===== src/rtl/dm_jtag_pkg.sv =====
// Shared JTAG/DTM definitions: TAP state encoding, the DTMCS register layout
// and the default IR codes used by the debug transport TAPs.
package dm_jtag_pkg;

  typedef enum logic [3:0] {
    TestLogicReset,
    RunTestIdle,
    SelectDrScan,
    CaptureDr,
    ShiftDr,
    Exit1Dr,
    PauseDr,
    Exit2Dr,
    UpdateDr,
    SelectIrScan,
    CaptureIr,
    ShiftIr,
    Exit1Ir,
    PauseIr,
    Exit2Ir,
    UpdateIr
  } tap_state_e;

  typedef struct packed {
    logic [13:0] zero1;
    logic        dmihardreset;
    logic        dmireset;
    logic        zero0;
    logic [2:0]  idle;
    logic [1:0]  dmistat;
    logic [5:0]  abits;
    logic [3:0]  version;
  } dtmcs_t;

  localparam logic [3:0] DtmVersion        = 4'd1;
  localparam logic [7:0] IrIdcodeDefault   = 8'h01;
  localparam logic [7:0] IrDtmcsDefault    = 8'h10;
  localparam logic [7:0] IrChanBaseDefault = 8'h11;
  localparam logic [7:0] IrCaptureDefault  = 8'h05;

endpackage


===== src/rtl/jtag_tap_fsm.sv =====
// IEEE 1149.1 TAP controller: 16-state machine on tms_i plus decoded
// per-state strobes for the surrounding IR/DR logic.
module jtag_tap_fsm
  import dm_jtag_pkg::*;
(
  input  logic tck_i,
  input  logic trst_ni,
  input  logic tms_i,
  output logic test_logic_reset_o,
  output logic capture_dr_o,
  output logic shift_dr_o,
  output logic update_dr_o,
  output logic capture_ir_o,
  output logic shift_ir_o,
  output logic update_ir_o
);

  tap_state_e state_q, state_d;

  always_ff @(posedge tck_i or negedge trst_ni) begin
    if (!trst_ni) state_q <= TestLogicReset;
    else          state_q <= state_d;
  end

  always_comb begin
    state_d            = state_q;
    test_logic_reset_o = 1'b0;
    capture_dr_o       = 1'b0;
    shift_dr_o         = 1'b0;
    update_dr_o        = 1'b0;
    capture_ir_o       = 1'b0;
    shift_ir_o         = 1'b0;
    update_ir_o        = 1'b0;
    unique case (state_q)
      TestLogicReset: begin
        test_logic_reset_o = 1'b1;
        state_d = tms_i ? TestLogicReset : RunTestIdle;
      end
      RunTestIdle:  state_d = tms_i ? SelectDrScan : RunTestIdle;
      SelectDrScan: state_d = tms_i ? SelectIrScan : CaptureDr;
      CaptureDr: begin
        capture_dr_o = 1'b1;
        state_d = tms_i ? Exit1Dr : ShiftDr;
      end
      ShiftDr: begin
        shift_dr_o = 1'b1;
        state_d = tms_i ? Exit1Dr : ShiftDr;
      end
      Exit1Dr: state_d = tms_i ? UpdateDr : PauseDr;
      PauseDr: state_d = tms_i ? Exit2Dr : PauseDr;
      Exit2Dr: state_d = tms_i ? UpdateDr : ShiftDr;
      UpdateDr: begin
        update_dr_o = 1'b1;
        state_d = tms_i ? SelectDrScan : RunTestIdle;
      end
      SelectIrScan: state_d = tms_i ? TestLogicReset : CaptureIr;
      CaptureIr: begin
        capture_ir_o = 1'b1;
        state_d = tms_i ? Exit1Ir : ShiftIr;
      end
      ShiftIr: begin
        shift_ir_o = 1'b1;
        state_d = tms_i ? Exit1Ir : ShiftIr;
      end
      Exit1Ir: state_d = tms_i ? UpdateIr : PauseIr;
      PauseIr: state_d = tms_i ? Exit2Ir : PauseIr;
      Exit2Ir: state_d = tms_i ? UpdateIr : ShiftIr;
      UpdateIr: begin
        update_ir_o = 1'b1;
        state_d = tms_i ? SelectDrScan : RunTestIdle;
      end
      default: state_d = TestLogicReset;
    endcase
  end

endmodule


===== src/rtl/dmi_jtag_tap_multi.sv =====
// Debug transport TAP with IDCODE, BYPASS, DTMCS and NumChannels user DR
// channels (channel 0 is the DMI) selected by consecutive IR codes.
module dmi_jtag_tap_multi
  import dm_jtag_pkg::*;
#(
  parameter int unsigned IrLength    = 5,
  parameter logic [31:0] IdcodeValue = 32'h0000_0001,
  parameter int unsigned NumChannels = 2,
  parameter logic [7:0]  ChanIrBase  = IrChanBaseDefault,
  parameter logic [7:0]  DtmcsIr     = IrDtmcsDefault,
  parameter logic [7:0]  IdcodeIr    = IrIdcodeDefault,
  parameter logic [7:0]  IrCapture   = IrCaptureDefault,
  parameter logic [5:0]  DmiAbits    = 6'd7,
  parameter logic [2:0]  DmiIdle     = 3'd1
) (
  input  logic                   tck_i,
  input  logic                   trst_ni,
  input  logic                   tms_i,
  input  logic                   td_i,
  output logic                   td_o,
  output logic                   tdo_oe_o,
  input  logic                   testmode_i,
  output logic                   test_logic_reset_o,
  output logic                   capture_dr_o,
  output logic                   shift_dr_o,
  output logic                   update_dr_o,
  output logic [NumChannels-1:0] chan_select_o,
  output logic                   chan_tdi_o,
  input  logic [NumChannels-1:0] chan_tdo_i,
  input  logic [1:0]             dmi_error_i,
  output logic                   dmi_reset_o,
  output logic                   dmi_hard_reset_o
);

  localparam int unsigned ExtW = IrLength + 1;

  logic test_logic_reset, capture_dr, shift_dr, update_dr;
  logic capture_ir, shift_ir, update_ir;

  jtag_tap_fsm i_fsm (
    .tck_i              (tck_i),
    .trst_ni            (trst_ni),
    .tms_i              (tms_i),
    .test_logic_reset_o (test_logic_reset),
    .capture_dr_o       (capture_dr),
    .shift_dr_o         (shift_dr),
    .update_dr_o        (update_dr),
    .capture_ir_o       (capture_ir),
    .shift_ir_o         (shift_ir),
    .update_ir_o        (update_ir)
  );

  logic [IrLength-1:0]    ir_q, ir_d, ir_shift_q, ir_shift_d;
  logic [31:0]            idcode_q, idcode_d;
  logic                   bypass_q, bypass_d;
  dtmcs_t                 dtmcs_q, dtmcs_d, dtmcs_capture;
  logic                   dmi_reset_q, dmi_reset_d, dmi_hard_reset_q, dmi_hard_reset_d;
  logic                   td_q, tdo_oe_q, tdo_mux;
  logic                   sel_idcode, sel_dtmcs, sel_chan, sel_bypass, chan_tdo_sel;
  logic [ExtW-1:0]        ir_ext, chan_base, chan_off;
  logic [NumChannels-1:0] chan_select;

  // Channel window compared one bit wider than the IR so base+k never wraps.
  assign ir_ext     = {1'b0, ir_q};
  assign chan_base  = ExtW'(ChanIrBase);
  assign chan_off   = ir_ext - chan_base;
  assign sel_idcode = (ir_q == IdcodeIr[IrLength-1:0]);
  assign sel_dtmcs  = !sel_idcode && (ir_q == DtmcsIr[IrLength-1:0]);
  assign sel_chan   = !sel_idcode && !sel_dtmcs && (ir_ext >= chan_base) &&
                      (chan_off < ExtW'(NumChannels));
  assign sel_bypass = !(sel_idcode || sel_dtmcs || sel_chan);

  always_comb begin
    chan_select = '0;
    for (int unsigned k = 0; k < NumChannels; k++) begin
      if (sel_chan && (chan_off == ExtW'(k))) chan_select[k] = 1'b1;
    end
  end

  assign chan_tdo_sel = |(chan_select & chan_tdo_i);

  always_comb begin
    dtmcs_capture         = '0;
    dtmcs_capture.idle    = DmiIdle;
    dtmcs_capture.dmistat = dmi_error_i;
    dtmcs_capture.abits   = DmiAbits;
    dtmcs_capture.version = DtmVersion;
  end

  always_comb begin
    ir_d             = ir_q;
    ir_shift_d       = ir_shift_q;
    idcode_d         = idcode_q;
    bypass_d         = bypass_q;
    dtmcs_d          = dtmcs_q;
    dmi_reset_d      = 1'b0;
    dmi_hard_reset_d = 1'b0;
    if (test_logic_reset) begin
      ir_d       = IdcodeIr[IrLength-1:0];
      ir_shift_d = '0;
      idcode_d   = IdcodeValue;
      bypass_d   = 1'b0;
    end else begin
      if (capture_ir)    ir_shift_d = IrCapture[IrLength-1:0];
      else if (shift_ir) ir_shift_d = {td_i, ir_shift_q[IrLength-1:1]};
      if (update_ir)     ir_d = ir_shift_q;
      if (capture_dr) begin
        if (sel_idcode) idcode_d = IdcodeValue;
        if (sel_bypass) bypass_d = 1'b0;
        if (sel_dtmcs)  dtmcs_d  = dtmcs_capture;
      end else if (shift_dr) begin
        if (sel_idcode) idcode_d = {td_i, idcode_q[31:1]};
        if (sel_bypass) bypass_d = td_i;
        if (sel_dtmcs)  dtmcs_d  = dtmcs_t'({td_i, dtmcs_q[31:1]});
      end
      if (update_dr && sel_dtmcs) begin
        dmi_reset_d      = dtmcs_q.dmireset;
        dmi_hard_reset_d = dtmcs_q.dmihardreset;
      end
    end
  end

  always_ff @(posedge tck_i or negedge trst_ni) begin
    if (!trst_ni) begin
      ir_q             <= IdcodeIr[IrLength-1:0];
      ir_shift_q       <= '0;
      idcode_q         <= IdcodeValue;
      bypass_q         <= 1'b0;
      dtmcs_q          <= '0;
      dmi_reset_q      <= 1'b0;
      dmi_hard_reset_q <= 1'b0;
    end else begin
      ir_q             <= ir_d;
      ir_shift_q       <= ir_shift_d;
      idcode_q         <= idcode_d;
      bypass_q         <= bypass_d;
      dtmcs_q          <= dtmcs_d;
      dmi_reset_q      <= dmi_reset_d;
      dmi_hard_reset_q <= dmi_hard_reset_d;
    end
  end

  always_comb begin
    tdo_mux = bypass_q;
    if (shift_ir)        tdo_mux = ir_shift_q[0];
    else if (sel_idcode) tdo_mux = idcode_q[0];
    else if (sel_dtmcs)  tdo_mux = dtmcs_q[0];
    else if (sel_chan)   tdo_mux = chan_tdo_sel;
  end

  // TDO launches on the falling edge; DFT scan uses the true clock instead.
  logic tck_n, tck_tdo;
  assign tck_n   = ~tck_i;
  assign tck_tdo = testmode_i ? tck_i : tck_n;

  always_ff @(posedge tck_tdo or negedge trst_ni) begin
    if (!trst_ni) begin
      td_q     <= 1'b0;
      tdo_oe_q <= 1'b0;
    end else begin
      td_q     <= tdo_mux;
      tdo_oe_q <= shift_ir | shift_dr;
    end
  end

  assign td_o               = td_q;
  assign tdo_oe_o           = tdo_oe_q;
  assign test_logic_reset_o = test_logic_reset;
  assign capture_dr_o       = capture_dr;
  assign shift_dr_o         = shift_dr;
  assign update_dr_o        = update_dr;
  assign chan_select_o      = chan_select;
  assign chan_tdi_o         = td_i;
  assign dmi_reset_o        = dmi_reset_q;
  assign dmi_hard_reset_o   = dmi_hard_reset_q;

endmodule


===== config.mk =====
export PLATFORM = sky130hd
export DESIGN_NAME = dmi_jtag_tap_multi
export DESIGN_NICKNAME = d
export VERILOG_FILES = /design/src/rtl/dm_jtag_pkg.sv /design/src/rtl/jtag_tap_fsm.sv /design/src/rtl/dmi_jtag_tap_multi.sv
export SDC_FILE = /design/constraint.sdc
export NUM_CORES = 1
export LEC_CHECK = 0
export BUFFER_PORTS_ARGS = -buffer_cell sky130_fd_sc_hd__buf_4
export CAP_MARGIN = 25
export CORE_MARGIN = 5
export CORE_UTILIZATION = 53
export DETAILED_ROUTE_END_ITERATION = 7
export GPL_TIMING_DRIVEN = 0
export HOLD_SLACK_MARGIN = 0.08
export PLACE_DENSITY = 0.76
export SLEW_MARGIN = 30
export SYNTH_ARGS = -nofsm -noshare
export SYNTH_HDL_FRONTEND = slang
export SYNTH_HIERARCHICAL = 1
export SYNTH_SLANG_ARGS = --single-unit

===== constraint.sdc =====
create_clock -name tck_i -period 3 [get_ports tck_i]
set_input_delay 0.6 -clock tck_i [delete_from_list [all_inputs] [get_ports tck_i]]
set_output_delay 0.6 -clock tck_i [all_outputs]
set_load 0.03 [all_outputs]

==> results.toml, run 1 <==
[placement]
dp_cells = 384
dpl.hpwl_mm = 4.16
place_congestion = 0.869
io_buffers = 19

[finish]
nets = 340
finish.utilization = 0.646
drive_above_1_share = 0.241
syn2layout_area_growth_pct = 17.7
diodes = 0
stdcell_count = 409
fillers = 490

[drt]
vias_per_cell = 5.91
drt-total-wl_mm = 6.51
route.detailed.drc = 0
firstDrtPassIters = 4
post_drt_wl_per_cell_microns = 15.9
antenna_left = 0
drtIter0Drc = 144
vias = 2419

[sta]
rsz0062_at_grt = "yes"
fin_skew_ps = 55.3
holdWs_ps = 260
slew_headroom = 0.481
worstMarginPinSlew_ps = 772
tns_ps = -660
slew_viol_final = 0
hold_viol = 0
finalSetupViolations = 3
timing.final.ws_setup_ps = -252

[setup_path]
cp-end-kind = "output pin"
crit_path_end = "td_o"
crit_type = "reg2out"
cp-start-kind = "register"
r2r_start = "ir_q[0]"
r2r-end = "td_o"
worstSetupStartpoint = "td_o"
worstPathArrival_ps = 2650
crit_slowest_cell = "dfrtp_1"
worst-path-max-fanout = 1
max_stage_delay_ps = 370
cp.buffers_inverters = 1
crit_chain = "buf_6"
ff2ff_setup_slack_ps = -170
crit_cells = 1
ff2ff_path_depth = 6
critPathTopFamily = "flip-flops"
worstPathRequired_ps = 2400

[die]
row_count = 29
die_area_sq_um = 8340
io_pins = 20
die_y_microns = 91.3
die_x_microns = 91.3
start_util = 0.549
core_sq_um = 6390

[yosys]
yosys_register_bits = 83
synth-main-ff-cell = "dfrtp_1"
ys_warn_count = 6
yosysSeqAreaShare = 0.593
async_flop_share = 1.00
synth_edf_count = 0
syn_avg_cell_area_sq_um = 12.2
syn_area_sq_um = 3510
post_synth_num_cell_types = 52
synthCells = 288
syn_nets = 301

[status]
violations = "setup timing"
status = "complete, but fails checks"

[power_and_ir_drop]
pwr_density_cell_nw_per_um2 = 814
p_leak_nw = 1.95
peakVddDrop_mv = 0.684

[clocking]
path_clk_slew_ps = 70
clk_latency_ps = 610
cts_tree = "built"

[global_route]
grt_pass1_vias = 2343
grt_antenna_before_repair = 0
grt_max_degree = 84
grt_usage = 0.177
grt-ovfl-total = 0
grt_pass1_wl_mm = 11.4

[min_path]
hold_class = "in2reg"

[run]
maxCapViolations = 0
## worst min-delay path by stage
stage,from,end,cells after the start
6_report,tms_i,i_fsm/state_q[2],2
5_1_grt,tms_i,i_fsm/state_q[2],2
4_1_cts,tms_i,i_fsm/state_q[2],2
3_5_place_dp,idcode_q[0],idcode_q[0],2
3_3_place_gp,idcode_q[0],idcode_q[0],2
2_1_floorplan,trst_ni,bypass_q,0
## power by group
group,internal [W],total (W),switching (W)
clock,0.000509,0.000947,0.000438
combinational,0.000419,0.00103,0.000614
sequential,0.00125,0.00138,0.000126
## logic make-up (layout without fill, tap and decap cells)
kind of cell | Yosys count | count (layout) | synth area share
AO/OA/AOI/OAI | 91 | 91 | 0.212
flip-flops | 83 | 83 | 0.593
AND/OR/NAND/NOR | 67 | 67 | 0.106
buffers and inverters | 31 | 75 | 0.0403
multiplexers | 11 | 11 | 0.0318
adder cells (fa/ha/maj) | 4 | 4 | 0.0143
XOR/XNOR | 1 | 1 | 0.00250
## layer usage
| metal | part of all wire | GRT usage | vias to the layer above |
|---|---|---|---|
| met1 | 0.49 | 0.252 | 1195 |
| met2 | 0.43 | 0.228 | 50 |
| met3 | 0.048 | 0.0661 | 15 |
| met4 | 0.023 | 0.103 | 0 |
| li1 | - | - | 1159 |
| met5 | 0 | 0 | - |
## cell usage in the layout (no fill, tap or decap), drive strengths merged, types with 3 or more instances in the layout
cell type  count
a211oi         3
a21oi          3
a22o          55
a31oi          4
and3           5
buf           33
clkbuf        27
clkinvlp       3
dfrtp         81
ha             4
inv            9
mux2i         10
nand2         11
nor2          18
nor2b          6
nor3           7
o21ai          7
o22a           5
## sequential cells by signal (all words and copies together), names as in the netlist
name,cells
bypass_q,1
dmi_hard_reset_o,1
dmi_reset_o,1
dtmcs_q,32
i_fsm/state_q,4
idcode_q,32
ir_q,5
ir_shift_q,5
td_o,1
tdo_oe_o,1
## final cells by class
| cell class | instances | area [sq um] | share of cell area |
|---|---|---|---|
| clock buffers | 18 | 228 | 0.0552 |
| plain buffers | 21 | 110 | 0.0267 |
| well taps | 77 | 96.3 | 0.0233 |
| repair buffers | 22 | 179 | 0.0434 |
| multi-input cells | 174 | 1360 | 0.330 |
| inverters | 9 | 36.3 | 0.00879 |
| clock inverters | 5 | 32.5 | 0.00788 |
| flip-flops and latches | 83 | 2080 | 0.505 |
## cells in the mapped netlist, types with 2 or more instances
library cell	number	share of area
a31oi_1	4	0.0071
nor3_1	7	0.010
o21ai_1	2	0.0029
nor2b_1	6	0.011
clkbuf_1	9	0.0096
and2_1	2	0.0036
mux2i_1	10	0.029
dfstp_2	2	0.015
and3_1	5	0.0089
inv_1	8	0.0086
o21ai_0	5	0.0071
nor3b_1	2	0.0043
nand2_1	11	0.012
nor4_1	2	0.0036
a22o_1	55	0.14
o22a_1	5	0.012
nand3_1	2	0.0029
ha_1	4	0.014
a221o_1	2	0.0057
a211oi_1	3	0.0064
buf_2	10	0.014
a21oi_1	3	0.0043
dfrtp_1	81	0.58
nor2_1	18	0.019
o211ai_1	2	0.0043
o21a_1	2	0.0043
## through the flow
stage | cell area, sq um | setup slack (ps) | power [W]
6_report | 4130 | -252 | 0.00336
2_1_floorplan | 3550 | -169 | 0.00211
4_1_cts | 4080 | -265 | 0.00334
5_1_grt | 4130 | -298 | 0.00357
3_3_place_gp | 3790 | -329 | 0.00235
3_5_place_dp | 3790 | -364 | 0.00238
## repair_timing
| action | CTS | global route |
|---|---|---|
| endpoints found under the hold margin | 1 | 0 |
| cloned | 0 | 0 |
| hold buffers | 1 | 0 |
| setup buffers | 0 | 2 |
| pin swaps | 1 | 0 |
| resized for setup | 7 | 10 |
| setup endpoints to repair | 4 | 3 |
Note: power is estimated with default switching activity, not from simulation.
==> run 2, diff against run 1 <==
- clock period: 3 -> 3.5 ns (I/O delays scaled with it)
==> run 2 against run 1 <==
Compared with the run above:
- the run still ends with setup timing left
- die area did not move
- setup slack improved by 110 ps
- global-route usage rose by 0.87 points
- sequential cell count did not move
- clock-buffer cell count rose by 3
- highest routed layer unchanged
- critical path depth did not move
- final cell count fell by 0.49%
- final area barely moved
==> results.toml, run 2 (synthesized netlist as in run 1, its figures left out) <==
[drt]
antenna_left = 0
post_drt_wl_per_cell_microns = 17.1
drt-total-wl_mm = 6.98
firstDrtPassIters = 4
vias = 2468
drtIter0Drc = 132
route.detailed.drc = 0
vias_per_cell = 6.06

[global_route]
grt_usage = 0.185
grt_pass1_vias = 2495
grt_max_degree = 84
grt_antenna_before_repair = 0
grt_pass1_wl_mm = 12.3
grt-ovfl-total = 0

[clocking]
cts_tree = "built"
clk_latency_ps = 660
cts_hold_buffers = 0
path_clk_slew_ps = 30

[setup_path]
max_stage_delay_ps = 360
worst-path-max-fanout = 1
ff2ff_setup_slack_ps = 70
cp-start-kind = "register"
crit_slowest_cell = "dfrtp_1"
worstPathArrival_ps = 2940
crit_type = "reg2out"
cp-end-kind = "output pin"
critPathTopFamily = "flip-flops"
ff2ff_path_depth = 6
crit_chain = "buf_6"
cp.buffers_inverters = 1
r2r_start = "ir_q[0]"
worstPathRequired_ps = 2800
r2r-end = "td_o"

[status]
status = "complete, but fails checks"
violations = "setup timing"

[die]
core_sq_um = 6390
row_count = 29
io_pins = 20
die_x_microns = 91.3
start_util = 0.549
die_area_sq_um = 8340
die_y_microns = 91.3

[finish]
final_common_cell = "dfrtp_1"
reg.largest.list = "dtmcs_q: 32 flops, idcode_q: 32 flops"
mostFrequentLayoutCells = "80 x dfrtp_1, 55 x a22o_1, 19 x buf_4, 18 x clkbuf_8, 17 x nor2_1"
seqCellArea_sq_um = 2080
drive_above_1_share = 0.215
syn2layout_area_growth_pct = 17.6
nets = 338
fillers = 499
diodes = 0
multi_input_area_sq_um = 1320
finish.utilization = 0.646

[placement]
place_congestion = 0.884
dpl.hpwl_mm = 4.51
io_buffers = 19

[sta]
slew_headroom = 0.490
hold_viol = 0
slew_viol_final = 0
finalSetupViolations = 2
rsz0062_at_grt = "yes"
worstMarginPinSlew_ps = 759
timing.final.ws_setup_ps = -145
tns_ps = -286
fin_skew_ps = 115

[power_and_ir_drop]
p_leak_nw = 1.97
peakVddDrop_mv = 0.589
pwr_density_cell_nw_per_um2 = 730

[min_path]
hold_class = "in2async"

[run]
maxCapViolations = 0
==> run 2: metal layers <==
| metal | wire, microns | part of all wire | global-route usage |
|---|---|---|---|
| met4 | 104 | 0.015 | 0.0623 |
| met5 | 0 | 0 | 0 |
| met2 | 3330 | 0.48 | 0.269 |
| met1 | 3250 | 0.47 | 0.254 |
| met3 | 297 | 0.043 | 0.0760 |
==> run 2: metrics by stage <==
stage / cell area (sq um) / hold slack, ps / cells / power, W / setup slack (ps)
after global placement: 3760 / 453 / 384 / 0.00200 / -196
final: 4120 / 144 / 407 / 0.00301 / -145
after global routing: 4120 / 169 / 407 / 0.00320 / -206
after floorplan: 3520 / 404 / 288 / 0.00180 / 2.33
after CTS: 4100 / 151 / 406 / 0.00302 / -173
after detailed placement: 3770 / 471 / 384 / 0.00203 / -241
==> run 2: where the power goes <==
group | switching, W | internal (W) | leakage [nW]
clock | 0.000355 | 0.000623 | 0.163
combinational | 0.000526 | 0.000331 | 0.680
sequential | 0.000101 | 0.00107 | 1.12
total | 0.000982 | 0.00203 | 1.97
==> run 2: worst max path at each step <==
stage | to | cells past startpoint | from
floorplan | td_o | 5 | ir_q[0]
global placement | td_o | 6 | i_fsm/state_q[1]
detailed placement | td_o | 6 | i_fsm/state_q[1]
CTS | td_o | 1 | td_o
global route | tdo_oe_o | 1 | tdo_oe_o
finish | td_o | 1 | td_o
==> run 2: final cells by class <==
cell class | count | area share
Multi-Input combinational cell | 174 | 0.321
Tap cell | 77 | 0.0234
Sequential cell | 83 | 0.505
Clock inverter | 2 | 0.0146
Buffer | 20 | 0.0243
Clock buffer | 21 | 0.0628
Inverter | 9 | 0.00819
Timing Repair Buffer | 21 | 0.0410
==> run 2: what timing repair did <==
action,CTS,global route
buffers inserted,0,2
gates cloned,0,0
resized for setup,5,3
endpoints found under the setup margin,3,3
